File: src/rtl/mul_div_unit_pkg.sv
// ============================================================================
// Module   : mul_div_unit_pkg
// Purpose  : Shared encodings for the multi-cycle MULHU/DIVU/REMU unit.
// Revision : 1.0  initial release
// ============================================================================
`default_nettype none

package mul_div_unit_pkg;

  // unit_select encodings, shared with function control and the ALU result mux
  localparam logic [2:0] c_UNIT_ARITH = 3'b000;
  localparam logic [2:0] c_UNIT_LOGIC = 3'b001;
  localparam logic [2:0] c_UNIT_SHIFT = 3'b010;
  localparam logic [2:0] c_UNIT_CMP   = 3'b011;
  localparam logic [2:0] c_UNIT_MUL   = 3'b100;
  localparam logic [2:0] c_UNIT_DIV   = 3'b101;

  localparam logic [4:0] c_OP_MULHU = 5'd15;
  localparam logic [4:0] c_OP_DIVU  = 5'd16;
  localparam logic [4:0] c_OP_REMU  = 5'd17;

  localparam logic c_DIV_QUOT = 1'b0;
  localparam logic c_DIV_REM  = 1'b1;

  localparam logic [1:0] c_S_IDLE = 2'd0;
  localparam logic [1:0] c_S_MUL  = 2'd1;
  localparam logic [1:0] c_S_DIV  = 2'd2;
  localparam logic [1:0] c_S_DONE = 2'd3;

endpackage

`default_nettype wire

File: src/rtl/restoring_div_step.sv
// ============================================================================
// Module   : restoring_div_step
// Purpose  : One combinational radix-2 restoring division step.
// Revision : 1.0  initial release
// ============================================================================
`default_nettype none

module restoring_div_step #(
  parameter int XLEN = 32
) (
  input  logic [XLEN-1:0] rem_i,
  input  logic [XLEN-1:0] quot_i,
  input  logic [XLEN-1:0] divisor_i,
  output logic [XLEN-1:0] rem_next_o,
  output logic [XLEN-1:0] quot_next_o
);

  // One extra bit keeps the shifted-in dividend bit from overflowing the compare
  logic [XLEN:0] w_shift;
  logic          w_ge;

  assign w_shift     = {rem_i, quot_i[XLEN-1]};
  assign w_ge        = (w_shift >= {1'b0, divisor_i});
  assign rem_next_o  = w_ge ? (w_shift[XLEN-1:0] - divisor_i) : w_shift[XLEN-1:0];
  assign quot_next_o = {quot_i[XLEN-2:0], w_ge};

endmodule

`default_nettype wire

File: src/rtl/mul_div_unit.sv
// ============================================================================
// Module   : mul_div_unit
// Purpose  : Iterative MULHU (shift-add) / DIVU / REMU (restoring) unit.
// Revision : 1.0  initial release
// ============================================================================
`default_nettype none

module mul_div_unit
  import mul_div_unit_pkg::*;
#(
  parameter int XLEN = 32
) (
  input  logic            clk,
  input  logic            rst,
  input  logic            valid_i,
  input  logic [2:0]      unit_select,
  input  logic            mul_op,
  input  logic            div_op,
  input  logic [XLEN-1:0] operand_a,
  input  logic [XLEN-1:0] operand_b,
  input  logic            flush,
  output logic            busy_o,
  output logic            result_valid_o,
  output logic [XLEN-1:0] result_o
);

  localparam int CNT_W = $clog2(XLEN) + 1;
  localparam logic [CNT_W-1:0] c_CNT_LAST = CNT_W'(XLEN - 1);

  logic [1:0]        state_q, state_d;
  logic [CNT_W-1:0]  cnt_q, cnt_d;
  logic [2*XLEN-1:0] acc_q, acc_d;
  logic [XLEN-1:0]   mcand_q, mcand_d;
  logic [XLEN-1:0]   rem_q, rem_d;
  logic [XLEN-1:0]   quot_q, quot_d;
  logic [XLEN-1:0]   divisor_q, divisor_d;
  logic              op_rem_q, op_rem_d;
  logic [XLEN-1:0]   result_q, result_d;

  logic              w_accept;
  logic              w_is_mul;
  logic              w_last;
  logic [XLEN:0]     w_sum;
  logic [2*XLEN-1:0] w_acc_next;
  logic [XLEN-1:0]   w_rem_next;
  logic [XLEN-1:0]   w_quot_next;

  assign w_is_mul = (unit_select == c_UNIT_MUL) && mul_op;
  assign w_accept = (state_q == c_S_IDLE) && valid_i && !flush &&
                    (w_is_mul || (unit_select == c_UNIT_DIV));
  assign w_last   = (cnt_q == c_CNT_LAST);

  // Carry out of the upper-half add is shifted back into the accumulator MSB
  assign w_sum      = {1'b0, acc_q[2*XLEN-1:XLEN]} + (acc_q[0] ? {1'b0, mcand_q} : '0);
  assign w_acc_next = {w_sum, acc_q[XLEN-1:1]};

  restoring_div_step #(
    .XLEN (XLEN)
  ) u_div_step (
    .rem_i       (rem_q),
    .quot_i      (quot_q),
    .divisor_i   (divisor_q),
    .rem_next_o  (w_rem_next),
    .quot_next_o (w_quot_next)
  );

  always_comb begin
    state_d   = state_q;
    cnt_d     = cnt_q;
    acc_d     = acc_q;
    mcand_d   = mcand_q;
    rem_d     = rem_q;
    quot_d    = quot_q;
    divisor_d = divisor_q;
    op_rem_d  = op_rem_q;
    result_d  = result_q;

    case (state_q)
      c_S_IDLE: begin
        if (w_accept) begin
          cnt_d = '0;
          if (w_is_mul) begin
            acc_d   = {{XLEN{1'b0}}, operand_b};
            mcand_d = operand_a;
            state_d = c_S_MUL;
          end else begin
            rem_d     = '0;
            quot_d    = operand_a;
            divisor_d = operand_b;
            op_rem_d  = div_op;
            if (operand_b == '0) begin
              result_d = (div_op == c_DIV_REM) ? operand_a : '1;
              state_d  = c_S_DONE;
            end else begin
              state_d = c_S_DIV;
            end
          end
        end
      end
      c_S_MUL: begin
        acc_d = w_acc_next;
        cnt_d = cnt_q + CNT_W'(1);
        if (w_last) begin
          result_d = w_acc_next[2*XLEN-1:XLEN];
          state_d  = c_S_DONE;
        end
      end
      c_S_DIV: begin
        rem_d  = w_rem_next;
        quot_d = w_quot_next;
        cnt_d  = cnt_q + CNT_W'(1);
        if (w_last) begin
          result_d = (op_rem_q == c_DIV_REM) ? w_rem_next : w_quot_next;
          state_d  = c_S_DONE;
        end
      end
      default: state_d = c_S_IDLE;
    endcase

    // Abort wins over completion: no result is published for a flushed op
    if (flush && (state_q != c_S_IDLE)) begin
      state_d  = c_S_IDLE;
      result_d = result_q;
    end
  end

  always_ff @(posedge clk) begin
    if (rst) begin
      state_q   <= c_S_IDLE;
      cnt_q     <= '0;
      acc_q     <= '0;
      mcand_q   <= '0;
      rem_q     <= '0;
      quot_q    <= '0;
      divisor_q <= '0;
      op_rem_q  <= 1'b0;
      result_q  <= '0;
    end else begin
      state_q   <= state_d;
      cnt_q     <= cnt_d;
      acc_q     <= acc_d;
      mcand_q   <= mcand_d;
      rem_q     <= rem_d;
      quot_q    <= quot_d;
      divisor_q <= divisor_d;
      op_rem_q  <= op_rem_d;
      result_q  <= result_d;
    end
  end

  assign busy_o         = (state_q != c_S_IDLE);
  assign result_valid_o = (state_q == c_S_DONE);
  assign result_o       = result_q;

endmodule

`default_nettype wire
File: config.mk
export PLATFORM = sky130hd
export DESIGN_NAME = mul_div_unit
export DESIGN_NICKNAME = d
export VERILOG_FILES = /design/src/rtl/mul_div_unit_pkg.sv /design/src/rtl/restoring_div_step.sv /design/src/rtl/mul_div_unit.sv
export SDC_FILE = /design/constraint.sdc
export NUM_CORES = 1
export LEC_CHECK = 0
export ABC_AREA = 1
export BUFFER_PORTS_ARGS = -buffer_cell sky130_fd_sc_hd__buf_2
export CORE_MARGIN = 2
export CORE_UTILIZATION = 50
export CTS_CLUSTER_DIAMETER = 40
export DETAILED_ROUTE_END_ITERATION = 7
export PLACE_DENSITY = 0.65
export SETUP_SLACK_MARGIN = 0.02
export SLEW_MARGIN = 40
export SYNTH_ARGS = -nofsm -noshare
export SYNTH_HDL_FRONTEND = slang
export SYNTH_SLANG_ARGS = --single-unit
export TNS_END_PERCENT = 30
File: constraint.sdc
create_clock -name clk -period 4.65 [get_ports clk]
set_input_delay 0.465 -clock clk [delete_from_list [all_inputs] [get_ports clk]]
set_output_delay 0.465 -clock clk [all_outputs]
set_load 0.02 [all_outputs]
**Yosys cells after proc, flatten, opt, wreduce, memory -nomap -nowiden**

Index checks and enable logic that the tools add are counted.

- Bits in registers: 233
- Input bits: 73
- Output and inout port bits: 34
- Word-level logic and storage cells: 77

- Add/subtract/negate cells: 3
- Order comparisons: 1
- Eq/ne operators: 13
- Mux-type cells: 26
- Bitwise operators: 2
- Reductions and logical operators: 23

Operator list:

| cell | count |
|---|---|
| 32-bit 2-to-1 mux | 13 |
| 64-bit 2-to-1 mux | 2 |
| 32-bit one-hot mux with 2 select lines | 2 |
| 64-bit one-hot mux with 2 select lines | 1 |
| 32-bit one-hot mux with 3 select lines | 1 |
| 32-bit by 32-bit adder with 33-bit output | 1 |
| 33-bit by 32-bit >= comparator with 1-bit output | 1 |
| 32-bit zero test | 1 |
| 32-bit subtractor | 1 |
| 6-bit one-hot mux with 2 select lines | 1 |
| 3-bit AND reduction | 4 |
| 2-bit != test, second input constant | 5 |
| 2-bit nonzero test | 4 |
| 7-bit AND reduction | 1 |
| 6-bit by 1-bit adder with 6-bit output, second input constant | 1 |
| 3-bit equality test, second input constant | 2 |
| 6-bit by 5-bit equality test with 1-bit output, second input constant | 1 |
| 2-bit 2-to-1 mux | 3 |
| 6-bit 2-to-1 mux | 1 |
| 1-bit logical AND | 5 |
| 2-bit equality test, second input constant | 2 |
| 2-bit by 1-bit != test with 1-bit output, second input constant | 2 |
| 2-bit one-hot mux with 2 select lines | 1 |
| 2-bit AND reduction | 2 |
| other kinds (8) | 10 |

**Longest topological paths before layout**

Gate-level depths: netlist of the first run.

- Word-level depth: 6
- Mapped depth: 22
- Depth with buffers taken out: 21

**Hierarchy**

A second synthesis of the first run with hierarchy kept.

- Cells, all modules: 2660
- Area, all modules: 15996.6 µm²

Modules (own cells, without submodules):

| module | instances | cells an instance | area an instance (µm²) | seq. area each (µm²) |
|---|---|---|---|---|
| mul_div_unit | 1 | 1972 | 12529.5 | 4664.5 |
| restoring_div_step | 1 | 688 | 3467.1 | 0.0 |

**Least setup slack after synthesis of the first run**

No wires, ideal clock.

- Path type: reg-to-reg
- Start: register acc_q[0]
- End: register result_q[8], in the netlist result_o[8]
- Setup time: 132 ps
- Arrival: 2312 ps
- Data required time: 4518 ps
- Setup slack: 2206 ps
- Stages on the path, launching flop included: 18
- Path buffers: 2
- Period minus slack after synthesis: 2444 ps
- Cell sequence: dfxtp_1 -> clkbuf_1 -> clkbuf_1 -> nand2_1 -> inv_1 -> ha_1 -> a21oi_1 -> o21ai_0 -> nand2b_1 -> nand2_1 -> nand2_1 -> or2_2 -> nand3_1 -> nand2_1 -> inv_1 -> nand2_1 -> nand2_1 -> a21oi_1

- Word-level cells in the longest chain between the ends: 4

RTL lines:

| item | line | source |
|---|---|---|
| from (decl) | mul_div_unit.sv:32 | `logic [2*XLEN-1:0] acc_q, acc_d;` |
| from (signal assigned) | mul_div_unit.sv:131 | `acc_q <= '0;` |
| from (signal assigned) | mul_div_unit.sv:141 | `acc_q <= acc_d;` |
| 32-bit 2-to-1 mux | mul_div_unit.sv:54 | `assign w_sum = {1'b0, acc_q[2*XLEN-1:XLEN]} + (acc_q[0] ? {1'b0, mcand_q} : '0);` |
| 32-bit by 32-bit adder with 33-bit output | mul_div_unit.sv:54 |  |
| 32-bit 2-to-1 mux | mul_div_unit.sv:103 | `if (w_last) begin` |
| 32-bit one-hot mux with 3 select lines | mul_div_unit.sv:78 | `case (state_q)` |
| to (signal assigned) | mul_div_unit.sv:147 | `result_q <= result_d;` |
| to (decl) | mul_div_unit.sv:38 | `logic [XLEN-1:0] result_q, result_d;` |

Every way passes these cells. The select of a mux whose other input is x is not followed.
A chain may end at the register's enable or synchronous reset.

**Final worst setup path of the first run**

- Start: register state_q[0]
- End: register acc_q[4]

- Word-level cells in the longest chain between the ends: 6
- Elaborated cells on any way between the ends: 10
- Classes of those cells: eq/ne (3); mux (1); reduce/logical (6)

RTL lines:

| item | line | source |
|---|---|---|
| from (decl) | mul_div_unit.sv:30 | `logic [1:0] state_q, state_d;` |
| from (signal assigned) | mul_div_unit.sv:129 | `state_q <= c_S_IDLE;` |
| from (signal assigned) | mul_div_unit.sv:139 | `state_q <= state_d;` |
| 2-bit zero test | mul_div_unit.sv:49, mul_div_unit.sv:78 |  |
| 1-bit logical AND (3 in series) | mul_div_unit.sv:49 | `assign w_accept = (state_q == c_S_IDLE) && valid_i && !flush &&` |
| 2-bit != test (no line) | n/a |  |
| 3-bit AND reduction (no line) | n/a |  |

Several ways; a longest one is shown, not always the timed one.

==> flow_summary.json, run 1 <==
{
  "grt-ovfl-total": 0,
  "drt_pass1_iterations": 5,
  "grt_usage": 0.3167,
  "max_freq_mhz": 321.3,
  "cts_setup_buffers": 0,
  "worstMarginPinSlew_ns": 0.8418,
  "r2r_setup_slack_ns": 1.54,
  "grt_pass1_vias": 14687,
  "end_kind": "flop",
  "maxCapViolCount": 0,
  "cts_sinks": 233,
  "synth-seq-cells": 233,
  "final_nets": 2625,
  "die_w_microns": 177.2,
  "hold_buffers": 0,
  "switching_share": 0.3700,
  "synth_edf_count": 0,
  "die_y_microns": 177.2,
  "cts_tree": "built",
  "antenna_found_initial": 1,
  "synth_cell_type_count": 47,
  "syn_area_per_cell_sq_um": 6.177,
  "drive_gt1_frac": 0.09805,
  "syn-num-nets": 2572,
  "outcome": "completed",
  "met1Wirelength_microns": 22280,
  "async_reset_ff_frac": 0,
  "ios": 107,
  "pwr-share-clk": 0.398,
  "report.final.hold_viol_count": 0,
  "maxSlewViolCount": 0,
  "ys_warn_count": 0,
  "start_util": 0.5074,
  "peakVddDrop_mv": 0.2611,
  "power_density_nw_per_um2": 426.6,
  "synth_seq_area_share": 0.3110,
  "yosys_most_used_dff": "dfxtp_1",
  "syn_inst": 2428,
  "syn_area_sq_um": 15000,
  "hpwlAfterDp_microns": 38090,
  "numCtsBuffers": 38,
  "seq_power_share": 0.295,
  "portBuffers": 106,
  "hold_class": "in2reg",
  "setup_violations": 0,
  "crit_required_ns": 5.09,
  "arrival_ns": 3.55,
  "vias_per_cell": 5.484,
  "vias": 15903,
  "power_switching_w": 0.002689,
  "ctsResizeCount": 0,
  "areaGrowthSynthToFinish_pct": 13.61,
  "row_count": 63,
  "dpl_worst_slack_ns": 1.439,
  "critPathKind": "reg2reg",
  "p_int_w": 0.004579,
  "post-route-drc-count": 0,
  "fin_worst_skew_ns": 0.02591,
  "gp_congestion": 0.9807,
  "cts_buffer_depth": 3,
  "wl_met2_microns": 23910,
  "routed-wl-met3_microns": 2233,
  "ant_nets": 0,
  "routed.top_layer": "met4",
  "fin_crit_sh": 0.6694,
  "grt_pass1_wl_microns": 78730,
  "rsz0062_at_grt": "no",
  "tns_ns": 0,
  "dieArea_sq_um": 31400,
  "finalWorstSetupSlack_ns": 1.538,
  "start_kind": "flop",
  "core-area_sq_um": 29560,
  "min_period_ns": 3.112,
  "root_buffer": "clkbuf_16",
  "leakagePower_nw": 7.927,
  "detail_route.wl_per_cell_microns": 17.27,
  "drt_iter0_drc": 1156,
  "critPathMaxFanout": 53,
  "grt_start_max_net_pins": 66,
  "path_clk_slew_ns": 0.06,
  "slew_headroom": 0.4388,
  "cts_max_level": 2,
  "drt-total-wl_microns": 50090,
  "p_comb_frac": 0.307,
  "clk_latency_ns": 0.52
}
-- Yosys cell counts (11+ instances only) --
cell        n  share of area
nand2_1   718           0.18
nor2_1    259          0.065
inv_1     252          0.063
dfxtp_1   233           0.31
a21oi_1   216          0.072
o21ai_0   208          0.069
clkbuf_1   97          0.024
nand3_1    81          0.027
ha_1       69          0.058
a31oi_1    60          0.025
nor3_1     51          0.017
o21ai_1    23         0.0077
or2_1      18         0.0075
nand4_1    12         0.0050
nand3_2    11         0.0073
nand3b_1   11         0.0055
-- layout make-up --
| class | instances | area (sq um) |
|---|---|---|
| diodes | 1 | 2.502 |
| clock buffers | 49 | 1074 |
| clock inverters | 19 | 239.0 |
| fillers | 3017 | 12520 |
| inverters | 261 | 980.9 |
| multi-input cells | 1818 | 8879 |
| flip-flops and latches | 233 | 4666 |
| well taps | 390 | 488.0 |
| repair buffers | 129 | 710.7 |
-- cells by family after synthesis --
logic type / Yosys count / synth area share
compound gates: 535 / 0.1897
xor+xnor: 17 / 0.009927
fa+ha+maj: 71 / 0.06023
buf+inv: 377 / 0.09844
flops: 233 / 0.3110
simple gates: 1195 / 0.3307
-- power by group through the flow --
| stage | registers, W | clock network, W | logic [W] |
|---|---|---|---|
| after floorplan | 0.00217 | 0 | 0.00163 |
| after global placement | 0.00218 | 0 | 0.00218 |
| after detailed placement | 0.00218 | 0 | 0.00220 |
| after CTS | 0.00214 | 0.00293 | 0.00221 |
| after global routing | 0.00215 | 0.00302 | 0.00249 |
| final | 0.00214 | 0.00290 | 0.00223 |
-- placed cells by master, fill, tap and decap left out, drive strengths merged, types with 4 or more instances in the layout --
cell,netlist,final
nand3b,11,11
bufinv,0,4
xor2,7,7
nor3,52,52
xnor2,10,10
nor2,266,266
ha,69,69
nand3,92,92
inv,258,267
dfxtp,233,233
clkinv,3,6
a31oi,60,60
clkbuf,97,49
o21a,7,7
nand2,725,725
nor4,7,7
buf,19,129
a21oi,224,224
o21ai,231,231
nand4,12,12
o21bai,4,4
or2,23,23
-- routing by layer --
layer,vias up,GRT usage
met1,7401,0.4207
met4,0,0.1071
met2,419,0.5371
met5,-,0
met3,96,0.02985
li1,7987,-
-- flip-flops by register name (all words and copies together), names as in the netlist, 2 cells and up --
| signal | flops |
|---|---|
| cnt_q | 6 |
| quot_q | 32 |
| mcand_q | 32 |
| acc_q | 64 |
| result_o | 32 |
| state_q | 2 |
| divisor_q | 32 |
| rem_q | 32 |
-- worst max-delay path, cell delays in order, from the launching register on --
cell and delay, ns:
dfxtp_1 0.34, inv_1 0.10, ha_2 0.22, nand2_1 0.07, nor2_2 0.12, nand2_1 0.07, buf_4 0.25, inv_2 0.08
buf_4 0.35, a21oi_2 0.15, inv_2 0.43, buf_4 0.48, o21ai_0 0.14, a31oi_1 0.18
-- path summary, 6_finish.rpt --
kind	startpoint	end	cells past startpoint
hold / removal	operand_b[21]	divisor_q[21]$_SDFFE_PP0P_	3
setup reg to reg	state_q[0]$_SDFFE_PP0P_	acc_q[4]$_SDFFE_PP0P_	13
hold reg to reg	result_o[25]$_SDFFE_PP0P_	result_o[25]$_SDFFE_PP0P_	2
setup / recovery	state_q[0]$_SDFFE_PP0P_	acc_q[4]$_SDFFE_PP0P_	13
-- per-stage QoR --
step	utilization	hold WS [ns]	power, W	area (sq um)	cells
floorplan	-	0.4331	0.003802	15000	2428
global placement	0.5314	0.4515	0.004365	15710	2830
detailed placement	0.5319	0.4528	0.004380	15720	2831
CTS	0.5763	0.2123	0.007278	17040	2899
global route	0.5764	0.2301	0.007667	17040	2900
finish	0.5764	0.2273	0.007269	17040	2900
(Power assumes the default switching activity.)
==> run 2, diff against run 1 <==
--- a/config.mk
+++ b/config.mk
@@ -5,13 +5,13 @@
 export SDC_FILE = /design/constraint.sdc
 export NUM_CORES = 1
 export LEC_CHECK = 0
-export ABC_AREA = 1
+export ABC_AREA = 0
 export BUFFER_PORTS_ARGS = -buffer_cell sky130_fd_sc_hd__buf_2
 export CORE_MARGIN = 2
 export CORE_UTILIZATION = 50
 export CTS_CLUSTER_DIAMETER = 40
 export DETAILED_ROUTE_END_ITERATION = 7
-export PLACE_DENSITY = 0.65
+export PLACE_DENSITY = 0.68
 export SETUP_SLACK_MARGIN = 0.02
 export SLEW_MARGIN = 40
 export SYNTH_ARGS = -nofsm -noshare
==> constraint.sdc (replaced) <==
create_clock -name clk -period 2.6 [get_ports clk]
set_input_delay 0.26 -clock clk [delete_from_list [all_inputs] [get_ports clk]]
set_output_delay 0.26 -clock clk [all_outputs]
set_load 0.02 [all_outputs]
==> run 2 against run 1 <==
Against the previous run: the flow now finishes with violations (setup timing); global-route usage down 0.48 points; critical path depth unchanged; core utilization up 15 points; power up 69%; register-to-register slack worse by 2.0 ns; clock power up 91%; count of clock-buffer cells in the layout unchanged; non-clock buffer count up 310; sequential power up 74%; final area up 18%; critical endpoint is now result_o[30]$_SDFFE_PP0P_; largest power group unchanged.
==> flow_summary.json, run 2 <==
{
  "cts_buffer_depth": 3,
  "synth_cell_type_count": 76,
  "grt_usage": 0.3119,
  "antenna_cells": 0,
  "timing.rr.start": "acc_q[0]$_SDFFE_PP0P_",
  "cts_max_level": 2,
  "cts_tree": "built",
  "dieArea_sq_um": 29320,
  "maxCapViolCount": 0,
  "path_clk_slew_ns": 0.06,
  "ys_top_cells_by_area": "dfxtp_1, a21oi_1, nand2_1, ha_1, mux2i_1",
  "setup_violations": 83,
  "reg2reg_depth": 13,
  "synth_edf_count": 0,
  "numCtsBuffers": 40,
  "antenna_found_initial": 0,
  "areaGrowthSynthToFinish_pct": 43.78,
  "hold_start": "operand_b[15]",
  "final_common_cell": "buf_4",
  "vias": 14880,
  "syn_inst": 1780,
  "syn_area_sq_um": 13980,
  "hpwlAfterDp_microns": 33000,
  "drt_pass1_iterations": 6,
  "grt-ovfl-total": 0,
  "fin_worst_skew_ns": 0.01872,
  "maxSlewViolCount": 0,
  "leakagePower_nw": 8.147,
  "pwr-share-clk": 0.452,
  "min_period_ns": 3.092,
  "yosys_most_used_dff": "dfxtp_1",
  "seq_power_share": 0.304,
  "syn_area_per_cell_sq_um": 7.855,
  "end_kind": "flop",
  "violations": "setup timing",
  "p_int_w": 0.008634,
  "outcome": "finished, violations left",
  "critPathKind": "reg2reg",
  "fin_cells": 2551,
  "start_util": 0.5061,
  "vias_per_cell": 5.833,
  "grt_pass1_vias": 13985,
  "r2r_end": "result_o[30]$_SDFFE_PP0P_",
  "ios": 107,
  "power_switching_w": 0.003614,
  "grt_pass1_wl_microns": 72710,
  "async_reset_ff_frac": 0,
  "drt_iter0_drc": 1228,
  "fin_crit_sh": 1.189,
  "drive_gt1_frac": 0.3392,
  "grt_start_max_net_pins": 110,
  "switching_share": 0.2951,
  "synth_seq_area_share": 0.3336,
  "finalPower_w": 0.01225,
  "worstMarginPinSlew_ns": 0.8107,
  "p_comb_frac": 0.244,
  "final_cell_mix": "buf_4, nand2_1, dfxtp_1",
  "ys_warn_count": 0,
  "clk_latency_ns": 0.53,
  "holdPathEnd": "divisor_q[15]$_SDFFE_PP0P_",
  "die_w_microns": 171.2,
  "syn-num-nets": 1924,
  "power_density_nw_per_um2": 609.3,
  "fin_util": 0.7276,
  "finalWorstSetupSlack_ns": -0.4916,
  "synth_common_cells": "nand2_1, dfxtp_1, a21oi_1",
  "post-route-drc-count": 0,
  "peakVddDrop_mv": 0.4705,
  "synth_top_area_share": 0.3336,
  "r2r_setup_slack_ns": -0.49,
  "synth_area_leader_cell": "dfxtp_1",
  "largest_register_ffs": 64,
  "portBuffers": 106,
  "die_y_microns": 171.2,
  "start_kind": "flop",
  "detail_route.wl_per_cell_microns": 18.68,
  "critPathMaxFanout": 8,
  "dp.cells": 2434,
  "synth-seq-cells": 233,
  "ant_nets": 0,
  "core-area_sq_um": 27630,
  "synth.most_common_cell": "nand2_1",
  "arrival_ns": 3.53,
  "row_count": 61,
  "gp_congestion": 0.9343,
  "drt-total-wl_microns": 47660,
  "hold_class": "in2reg",
  "rsz0062_at_grt": "yes",
  "largest-register": "acc_q",
  "crit_required_ns": 3.04,
  "dpl_worst_slack_ns": -0.8317,
  "root_buffer": "clkbuf_16",
  "slew_headroom": 0.4575,
  "report.final.hold_viol_count": 0,
  "max_freq_mhz": 323.5,
  "final_nets": 2288,
  "cts_sinks": 233,
  "holdPathStages": 3
}
==> run 2: worst max-delay path, stage by stage (launching register included) <==
cell and delay, ns:
dfxtp_4 0.38, buf_6 0.13, and2_4 0.15, ha_4 0.21, a21o_1 0.16, a221o_1 0.36
a32oi_4 0.27, buf_4 0.17, a2111oi_2 0.06, or4b_4 0.50, a21oi_4 0.18, xnor2_2 0.15
a2bb2oi_2 0.08, a211oi_1 0.23
==> run 2: what timing repair did <==
| action | 4_1_cts | 5_1_grt |
|---|---|---|
| cloned | 3 | 1 |
| pin swaps | 45 | 70 |
| endpoints found under the hold margin | 16 | 0 |
| hold buffers | 16 | 0 |
| setup endpoints to repair | 84 | 90 |
| buffers inserted | 10 | 15 |
| resized for setup | 112 | 136 |
==> run 2: area by class of cell <==
cell class | instances | area, sq um
Clock buffer | 49 | 1106
Clock inverter | 22 | 291.5
Fill cell | 2144 | 7526
Inverter | 53 | 198.9
Multi-Input combinational cell | 1377 | 10020
Sequential cell | 233 | 4692
Tap cell | 378 | 473.0
Timing Repair Buffer | 439 | 3324
==> run 2: logic make-up after synthesis <==
logic type	Yosys count	synth area share
compound gates	533	0.2474
fa+ha+maj	71	0.06461
mux	95	0.07051
simple gates	624	0.2010
xor+xnor	54	0.03383
flops	233	0.3336
buf+inv	170	0.04904
==> run 2: worst max-delay path by stage <==
stage | from | endpoint | cells past startpoint
3_3_place_gp | divisor_q[28]$_SDFFE_PP0P_ | result_o[21]$_SDFFE_PP0P_ | 12
4_1_cts | acc_q[0]$_SDFFE_PP0P_ | result_o[30]$_SDFFE_PP0P_ | 12
5_1_grt | acc_q[0]$_SDFFE_PP0P_ | result_o[30]$_SDFFE_PP0P_ | 13
2_1_floorplan | quot_q[31]$_SDFFE_PP0P_ | rem_q[28]$_SDFFE_PP0P_ | 13
6_report | acc_q[0]$_SDFFE_PP0P_ | result_o[30]$_SDFFE_PP0P_ | 13
3_5_place_dp | divisor_q[28]$_SDFFE_PP0P_ | result_o[21]$_SDFFE_PP0P_ | 12
==> run 2: metal layers <==
metal / vias up / global-route usage / part of all wire
met5: - / 0 / 0
met4: 0 / 0.1194 / 0.037
met3: 133 / 0.04832 / 0.062
met2: 565 / 0.5081 / 0.47
met1: 7021 / 0.4168 / 0.43
li1: 7161 / - / -
==> run 2: power groups by stage <==
stage / Clock (W) / Sequential, W / Combinational (W)
2_1_floorplan: 0 / 0.00379 / 0.00139
3_3_place_gp: 0 / 0.00379 / 0.00224
3_5_place_dp: 0 / 0.00379 / 0.00226
4_1_cts: 0.00558 / 0.00372 / 0.00262
5_1_grt: 0.00574 / 0.00373 / 0.00315
6_report: 0.00554 / 0.00372 / 0.00299
==> run 2: per-stage QoR <==
stage | setup TNS [ns] | hold WS (ns) | instance area, sq um
final | -20.88 | 0.004349 | 20100
after floorplan | -4.303 | 0.3884 | 14300
after detailed placement | -45.56 | 0.4427 | 17060
after global placement | -44.00 | 0.4387 | 17060
after global routing | -28.51 | 0.006897 | 20100
after CTS | -14.90 | 0.0009648 | 19280
